## src/rtl/mul_pkg.sv

```systemverilog
// Shared types and defaults for the multiplier-sharing logic around the Barrett datapath.
package mul_pkg;

    typedef enum logic [1:0] {
        IDLE  = 2'd0,
        RUN   = 2'd1,
        RESP  = 2'd2,
        DRAIN = 2'd3
    } state_t;

    localparam int MUL_A_W = 130;
    localparam int MUL_B_W = 256;
    localparam int MUL_P_W = MUL_A_W + MUL_B_W;

    // Width of an index into n entries, never narrower than one bit.
    function automatic int clog2(input int n);
        int w;
        w = 1;
        while ((1 << w) < n) w++;
        return w;
    endfunction

endpackage

```

## src/rtl/rr_arbiter.sv

```systemverilog
// Combinational round-robin picker: first set request at or above ptr, wrapping.
module rr_arbiter
    import mul_pkg::*;
#(
    parameter int N_REQ = 2,
    parameter int PTR_W = clog2(N_REQ)
) (
    input  logic [N_REQ-1:0] req,
    input  logic [PTR_W-1:0] ptr,
    output logic [N_REQ-1:0] grant,
    output logic [PTR_W-1:0] idx,
    output logic             any
);

    int w_d;

    // Outer loop walks priority distance from ptr, so the nearest requester wins.
    always_comb begin
        grant = '0;
        idx   = '0;
        any   = 1'b0;
        w_d   = 0;
        for (int k = 0; k < N_REQ; k++) begin
            for (int i = 0; i < N_REQ; i++) begin
                w_d = i - int'(ptr);
                if (w_d < 0) w_d = w_d + N_REQ;
                if (!any && req[i] && (w_d == k)) begin
                    any      = 1'b1;
                    grant[i] = 1'b1;
                    idx      = PTR_W'(i);
                end
            end
        end
    end

endmodule

```

## src/rtl/mul_share_arbiter.sv

```systemverilog
// Round-robin front end that lets N_REQ clients share one enable/done multiplier,
// one operation in flight at a time.
module mul_share_arbiter
    import mul_pkg::*;
#(
    parameter int N_REQ = 2,
    parameter int A_W   = MUL_A_W,
    parameter int B_W   = MUL_B_W,
    parameter int P_W   = A_W + B_W
) (
    input  logic               clk,
    input  logic               reset,
    input  logic [N_REQ-1:0]   req_valid,
    input  logic [N_REQ*A_W-1:0] req_a,
    input  logic [N_REQ*B_W-1:0] req_b,
    output logic [N_REQ-1:0]   req_ready,
    output logic [N_REQ-1:0]   resp_valid,
    output logic [P_W-1:0]     resp_ab,
    output logic               mul_enable,
    output logic [A_W-1:0]     mul_a,
    output logic [B_W-1:0]     mul_b,
    input  logic               mul_done,
    input  logic [P_W-1:0]     mul_ab,
    output logic               busy
);

    localparam int PTR_W = clog2(N_REQ);

    state_t           r_state;
    state_t           w_next;
    logic [PTR_W-1:0] r_rr_ptr;
    logic [PTR_W-1:0] r_gidx;
    logic [PTR_W-1:0] w_idx;
    logic [PTR_W-1:0] w_ptr_nxt;
    logic [N_REQ-1:0] w_grant;
    logic             w_any;
    logic [A_W-1:0]   r_mul_a;
    logic [B_W-1:0]   r_mul_b;
    logic [P_W-1:0]   r_resp_ab;
    logic [A_W-1:0]   w_sel_a;
    logic [B_W-1:0]   w_sel_b;

    rr_arbiter #(
        .N_REQ (N_REQ),
        .PTR_W (PTR_W)
    ) u_rr (
        .req   (req_valid),
        .ptr   (r_rr_ptr),
        .grant (w_grant),
        .idx   (w_idx),
        .any   (w_any)
    );

    always_comb begin
        w_sel_a = '0;
        w_sel_b = '0;
        for (int i = 0; i < N_REQ; i++) begin
            if (w_grant[i]) begin
                w_sel_a = req_a[i*A_W +: A_W];
                w_sel_b = req_b[i*B_W +: B_W];
            end
        end
    end

    assign w_ptr_nxt = (r_gidx == PTR_W'(N_REQ - 1)) ? '0 : r_gidx + PTR_W'(1);

    always_ff @(posedge clk or posedge reset) begin
        if (reset) r_state <= IDLE;
        else       r_state <= w_next;
    end

    // DRAIN keeps a lingering done from being mistaken for the next completion.
    always_comb begin
        w_next = r_state;
        case (r_state)
            IDLE:    if (w_any)     w_next = RUN;
            RUN:     if (mul_done)  w_next = RESP;
            RESP:    w_next = mul_done ? DRAIN : IDLE;
            DRAIN:   if (!mul_done) w_next = IDLE;
            default: w_next = IDLE;
        endcase
    end

    always_comb begin
        req_ready  = '0;
        resp_valid = '0;
        mul_enable = (r_state == RUN);
        busy       = (r_state != IDLE);
        if (r_state == IDLE && !reset) req_ready = w_grant;
        for (int i = 0; i < N_REQ; i++)
            resp_valid[i] = (r_state == RESP) && (r_gidx == PTR_W'(i));
    end

    always_ff @(posedge clk or posedge reset) begin
        if (reset) begin
            r_rr_ptr  <= '0;
            r_gidx    <= '0;
            r_mul_a   <= '0;
            r_mul_b   <= '0;
            r_resp_ab <= '0;
        end else begin
            case (r_state)
                IDLE: if (w_any) begin
                    r_mul_a <= w_sel_a;
                    r_mul_b <= w_sel_b;
                    r_gidx  <= w_idx;
                end
                RUN:  if (mul_done) r_resp_ab <= mul_ab;
                RESP: r_rr_ptr <= w_ptr_nxt;
                default: ;
            endcase
        end
    end

    assign mul_a   = r_mul_a;
    assign mul_b   = r_mul_b;
    assign resp_ab = r_resp_ab;

endmodule

```

## config.mk

```make
export PLATFORM = sky130hd
export DESIGN_NAME = mul_share_arbiter
export DESIGN_NICKNAME = d
export VERILOG_FILES = /design/src/rtl/mul_pkg.sv /design/src/rtl/rr_arbiter.sv /design/src/rtl/mul_share_arbiter.sv
export SDC_FILE = /design/constraint.sdc
export NUM_CORES = 2
export LEC_CHECK = 0
export BUFFER_PORTS_ARGS = -buffer_cell sky130_fd_sc_hd__buf_2
export CORE_AREA = 2 2 762 764
export DETAILED_ROUTE_END_ITERATION = 8
export DIE_AREA = 0 0 764 766
export PLACE_DENSITY = 0.31
export SLEW_MARGIN = 10
export SYNTH_ARGS = -nofsm -noshare
export SYNTH_HDL_FRONTEND = slang
export SYNTH_HIERARCHICAL = 1
export SYNTH_SLANG_ARGS = --single-unit
export TNS_END_PERCENT = 100
```

## constraint.sdc

```tcl
create_clock -name clk -period 68.1 [get_ports clk]
set_input_delay 13.62 -clock clk [delete_from_list [all_inputs] [get_ports clk]]
set_output_delay 13.62 -clock clk [all_outputs]
set_load 0.02 [all_outputs]
```

# After elaboration in Yosys (flattened, before gate mapping)

Index checks and enable logic that the tools add are counted.

Register bits: 776
Bits of input ports: 1,163
Output and inout bits: 778
Logic and storage cells: 65

Add/sub/neg operators: 5
Order comparisons: 2
Equality and inequality tests: 8
Mux-type cells: 22
Bitwise operators: 1
Reductions and logical operators: 21

Operator list:

| kind                    | number |
|---|---|
| $mux W256               | 2 |
| $mux W130               | 2 |
| $eq A32 B2 Y1 const B   | 2 |
| $logic_not A32 Y1       | 2 |
| $mux W32                | 2 |
| $add A32 B3 Y32 const B | 1 |
| $lt A32 B1 Y1 const B   | 1 |
| $logic_and A1 B1 Y1     | 10 |
| $mux W1                 | 10 |
| $mux W2                 | 5 |
| $pmux W2 S4             | 1 |
| $add A2 B3 Y4 const B   | 1 |
| $eq A2 B2 Y1 const B    | 2 |
| $logic_not A1 Y1        | 4 |
| $ne A2 B1 Y1 const B    | 2 |
| $reduce_and A2 Y1       | 2 |
| $sub A1 B1 Y2 const A   | 2 |
| $reduce_and A3 Y1       | 1 |
| $eq A2 B1 Y1 const B    | 1 |
| $logic_not A2 Y1        | 1 |
| $lt A2 B1 Y1 const B    | 1 |
| $ne A2 B2 Y1 const B    | 1 |
| $reduce_bool A2 Y1      | 1 |
| $add A1 B1 Y1 const B   | 1 |
| $not A1 Y1              | 1 |

# Longest topological paths before layout

Depth after elaboration: 20
Mapped depth: 8
Depth with buffers taken out: 5

# Modules after synthesis

The synthesis kept the hierarchy.

Modules (own cells, without submodules):

| module            | times used | cells each | area an instance (um2) | sequential area each (um2) |
|---|---|---|---|---|
| mul_share_arbiter | 1          | 2,556      | 32,683.8               | 19,418.6 |
| rr_arbiter        | 1          | 5          | 32.5                   | 0.0 |

# Least setup slack after synthesis

OpenSTA, ideal clock, no wires.

Path type: input to output
Start: input port req_valid[1]
End: output port req_ready[1]
Arrival: 14.637 ns
Data required time: 54.480 ns
Path slack: 39.843 ns
Cell stages on the path: 4
Buffers on the path: 2
Path through: a21boi_1 -> clkbuf_1 -> buf_1 -> and2_1

Word-level cells in the longest chain between the ends: 12
Elaborated cells between the ends (all ways): 13
Classes of those cells: mux: 5; reduce/logical: 8

Ends and longest elaborated chain:

| element                           | RTL line                | text |
|---|---|---|
| start, declared                   | mul_share_arbiter.sv:13 | `input logic [N_REQ-1:0] req_valid,` |
| $logic_and A1 B1 Y1 (2 in series) | rr_arbiter.sv:27        | `if (!any && req[i] && (w_d == k)) begin` |
| $mux W1                           | rr_arbiter.sv:27        |  |
| $logic_not A1 Y1                  | rr_arbiter.sv:27        |  |
| $logic_and A1 B1 Y1 (2 in series) | rr_arbiter.sv:27        |  |
| $mux W1                           | rr_arbiter.sv:27        |  |
| $logic_not A1 Y1                  | rr_arbiter.sv:27        |  |
| $logic_and A1 B1 Y1 (2 in series) | rr_arbiter.sv:27        |  |
| $mux W1 (*)                       | rr_arbiter.sv:27        |  |
| $mux W2 (*)                       | mul_share_arbiter.sv:89 | `if (r_state == IDLE && !reset) req_ready = w_grant;` |
| end, declared                     | mul_share_arbiter.sv:16 | `output logic [N_REQ-1:0] req_ready,` |

Every way passes the cells marked *; elsewhere a longest branch is shown, timed or not.

# Worst setup path in the final report

Start: input port req_valid[0]
End: output port req_ready[0]

Word-level cells in the longest chain between the ends: 11

Ends and longest elaborated chain:

| element                           | RTL line                | text |
|---|---|---|
| $logic_and A1 B1 Y1               | rr_arbiter.sv:27        |  |
| $mux W1                           | rr_arbiter.sv:27        |  |
| $logic_not A1 Y1                  | rr_arbiter.sv:27        |  |
| $logic_and A1 B1 Y1 (2 in series) | rr_arbiter.sv:27        |  |
| $mux W1                           | rr_arbiter.sv:27        |  |
| $logic_not A1 Y1                  | rr_arbiter.sv:27        |  |
| $logic_and A1 B1 Y1 (2 in series) | rr_arbiter.sv:27        |  |
| $mux W1 (*)                       | rr_arbiter.sv:27        |  |
| via w_grant[0]                    | mul_share_arbiter.sv:35 | `logic [N_REQ-1:0] w_grant;` |
| $mux W2 (*)                       | mul_share_arbiter.sv:89 |  |

Mark *: on every way through the listed nets, which the timed path passes. The rest lies on a longest branch.

==> metrics.md <==
| Metric | Value |
|---|---|
| Total Wirelength | 399.5 mm |
| Synth top area share | 59.35% |
| WP buf/inv | 2 |
| Gate Count Post-Synth | 2561 |
| Min-Delay Startpoint | resp_ab[361]$_DFFE_PP0P_ |
| Post-CTS sizing | 0 |
| Arrival @ worst endpoint | 14.60 ns |
| Syn Std Cell Area | 32720 um2 |
| Core Util, Final | 9.680% |
| Seq cells post-synth | 776 |
| Final hold vios | 0 |
| Setup Fix Bufs, Post-CTS | 0 |
| DRT iter0 DRCs | 2243 |
| Cell family with most CP delay | compound AO/OA/AOI/OAI gates |
| DRC | 0 |
| Worst rel slew slack | 16.92% |
| Worst hold path stage count | 1 |
| Number of synthesized flops with an enable pin | 0 |
| WP depth | 4 |
| Final Instance Area | 55790 um2 |
| DR pass1 iterations | 8 |
| Status | finished, final reports clean |
| TritonCTS buffer count | 114 |
| RR Startpoint | r_rr_ptr$_DFFE_PP0N_ |
| Async set or reset register ratio after synthesis | 100.0% |
| Layout cell share with drive strength beyond 1 | 56.62% |
| Average size of a mapped cell | 12.77 um2 |
| Static leakage | 24.16 nW |
| Antenna-violating nets left | 0 |
| Final GP Congestion | 0.9420 |
| Via count | 32.33k |
| Max stage delay on crit path | 0.43 ns |
| Layout Skew | 0.06975 ns |
| Peak Freq | 35.43 MHz |
| Clock tree buffer depth | 4 |
| Top cells by area, synth | dfrtp_1, mux2_4, a22oi_1, a21oi_1, nor2_1 |
| Hold Buf Count CTS | 0 |
| Most frequent cells after synthesis | dfrtp_1, nor2_1, a21oi_1, a22oi_1, mux2_4 |
| I/O pin cnt | 1941 |
| Post-Place Cells | 12.06k |
| Post-Syn Nets | 3724 |
| Core area | 576300 um2 |
| Clock latency on the worst-skew pair | 0.91 ns |
| # nets final | 5613 |
| Critical path launch point type | primary input |
| Area Growth Syn to Fin | 70.53% |
| WS Path Type | in2out |
| FILL cells | 66.90k |
| Critical Path Fanout Max | 4 |
| Count leader, synth | dfrtp_1 |
| HP Class | reg2reg |
| Worst-margin pin slew | 1.246 ns |
| # rows | 279 |
| Vias in the first global route | 31.00k |
| Root Driver | clkbuf_16 |
| Warnings from Yosys | 6 |
| Synth area leader | dfrtp_1 |
| Port Buffer Count | 1940 |
| Hpwl dp | 352.9 mm |
| Fin crit share | 41.44% |
| Wire length per cell | 32.11 um |
| GRT Residual Overflow | 0 |
| Die Y-Extent | 766 um |
| CP required | 54.48 ns |
| Chip width | 764 um |
| Final non-filler cell total | 12.44k |
| Clock Sinks | 776 |
| Crit path time final | 28.22 ns |
| Max Cap Viol | 0 |
| Largest net degree at the start of global routing | 200 |
| Slew Limit Fails | 0 |
| Unrepaired setup endpoints after global routing | no |
| Power Total | 2.291 mW |
| Sequential element share of the synthesized area | 59.35% |
| Worst Setup End Kind | output port |
| Crit-path cells | buf_2, a21boi_1, and2_1, buf_2 |
| Peak supply drop | 0.00002321 V |
| Worst reg2reg path depth | 9 |
| Final setup vio count | 0 |
| CTS H-tree depth | 3 |
| Library cells used by synthesis | 27 |
| Critical Path Source | req_valid[0] |
| Worst-path clk slew | 0.06 ns |
| CTS tree | yes |
| Primary FF master, synth | dfrtp_1 |
| Initial Utilization | 5.677% |
| Total global-route track usage | 13.05% |
| PD cells | 41.06 nW/um2 |
| First-pass GRT wire length | 468.7 mm |
| Total placed instance area | 51350 um2 |
| CP dominant cell by count | buf_2 |
| Vias per cell | 2.598 |
| Slowest CP cell | a21boi_1 |
| Total negative slack | 0 ns |
| Total die area | 585200 um2 |
| Antenna violations before repair | 495 |
## registers in the layout, indices dropped and copies added, names as in the netlist
name	count
r_gidx	1
mul_b	256
resp_ab	386
r_state	2
mul_a	130
r_rr_ptr	1
## area by class of cell
| type | instances | area, um2 | share of cell area, % |
|---|---|---|---|
| diodes | 180 | 450.4 | 0.8074 |
| clock buffers | 150 | 3228 | 5.786 |
| clock inverters | 53 | 759.5 | 1.361 |
| inverters | 4 | 22.52 | 0.04037 |
| multi-input cells | 1567 | 12080 | 21.65 |
| flip-flops and latches | 776 | 19420 | 34.81 |
| well taps | 7727 | 9668 | 17.33 |
| repair buffers | 1987 | 10160 | 18.22 |
## per-layer routing
layer	vias up	track usage (%)	part of all wire, %
met5	-	0	0.40
met4	200	5.316	5.6
met3	1070	8.580	15
met2	2461	20.22	43
met1	15364	13.97	36
li1	13233	-	-
## cells by family (layout without fill, tap and decap cells)
logic type	Yosys count	in the layout	share of synthesized area, %
AO/OA/AOI/OAI	775	775	14.83
buffers and inverters	218	2194	3.866
flip-flops	776	776	59.35
multiplexers	388	388	17.20
other	0	180	0
AND/OR/NAND/NOR	404	404	4.746
## cell usage in the layout, fill, tap and decap left out, types with 2 or more instances in the layout
| master | Yosys | final |
|---|---|---|
| a21boi_1 | 3 | 2 |
| a21oi_1 | 384 | 384 |
| a22oi_1 | 384 | 382 |
| a22oi_2 | 0 | 2 |
| a31oi_1 | 2 | 2 |
| and2_1 | 3 | 3 |
| buf_12 | 0 | 8 |
| buf_2 | 129 | 1940 |
| buf_4 | 0 | 39 |
| bufinv_16 | 0 | 15 |
| clkbuf_1 | 37 | 12 |
| clkbuf_16 | 0 | 114 |
| clkbuf_8 | 0 | 24 |
| clkinv_16 | 0 | 2 |
| clkinv_2 | 0 | 21 |
| clkinv_4 | 0 | 6 |
| clkinvlp_4 | 0 | 5 |
| dfrtp_1 | 776 | 776 |
| diode_2 | 0 | 180 |
| inv_1 | 4 | 3 |
| inv_6 | 0 | 2 |
| mux2_1 | 4 | 4 |
| mux2_2 | 46 | 46 |
| mux2_4 | 336 | 336 |
| mux2i_1 | 2 | 2 |
| nand2_1 | 3 | 3 |
| nand3b_1 | 2 | 2 |
| nor2_1 | 389 | 389 |
## per-stage QoR
stage | hold slack, ns | worst slack (ns)
global placement | 0.4727 | 39.92
detailed placement | 0.4792 | 39.88
CTS | 0.4925 | 39.87
finish | 0.4932 | 39.88
global route | 0.5117 | 39.86
floorplan | 0.4722 | 32.70
## worst reg2reg max path, cell delays in order (launching register included)
cell	delay [ns]
dfrtp_1	0.40
a21boi_1	0.41
nor2b_4	0.54
buf_4	0.59
buf_4	0.59
buf_4	0.76
buf_4	0.81
buf_4	0.93
a22oi_1	0.25
a21oi_1	0.20
## where the power goes
group / internal, mW / switching [mW]
combinational: 0.286 / 0.635
sequential: 0.618 / 0.0945
clock: 0.389 / 0.268
total: 1.29 / 0.998
## final timing paths
path                       slack, ns                        to
setup / recovery               39.88              req_ready[0]
hold / removal                  0.49  resp_ab[361]$_DFFE_PP0P_
setup reg to reg               62.53      mul_a[0]$_DFFE_PP0P_
hold reg to reg                 0.49  resp_ab[361]$_DFFE_PP0P_
max in group asynchronous      51.09  resp_ab[218]$_DFFE_PP0P_
min in group asynchronous      12.84      mul_b[6]$_DFFE_PP0P_
Note: power is estimated with default switching activity, not from simulation.
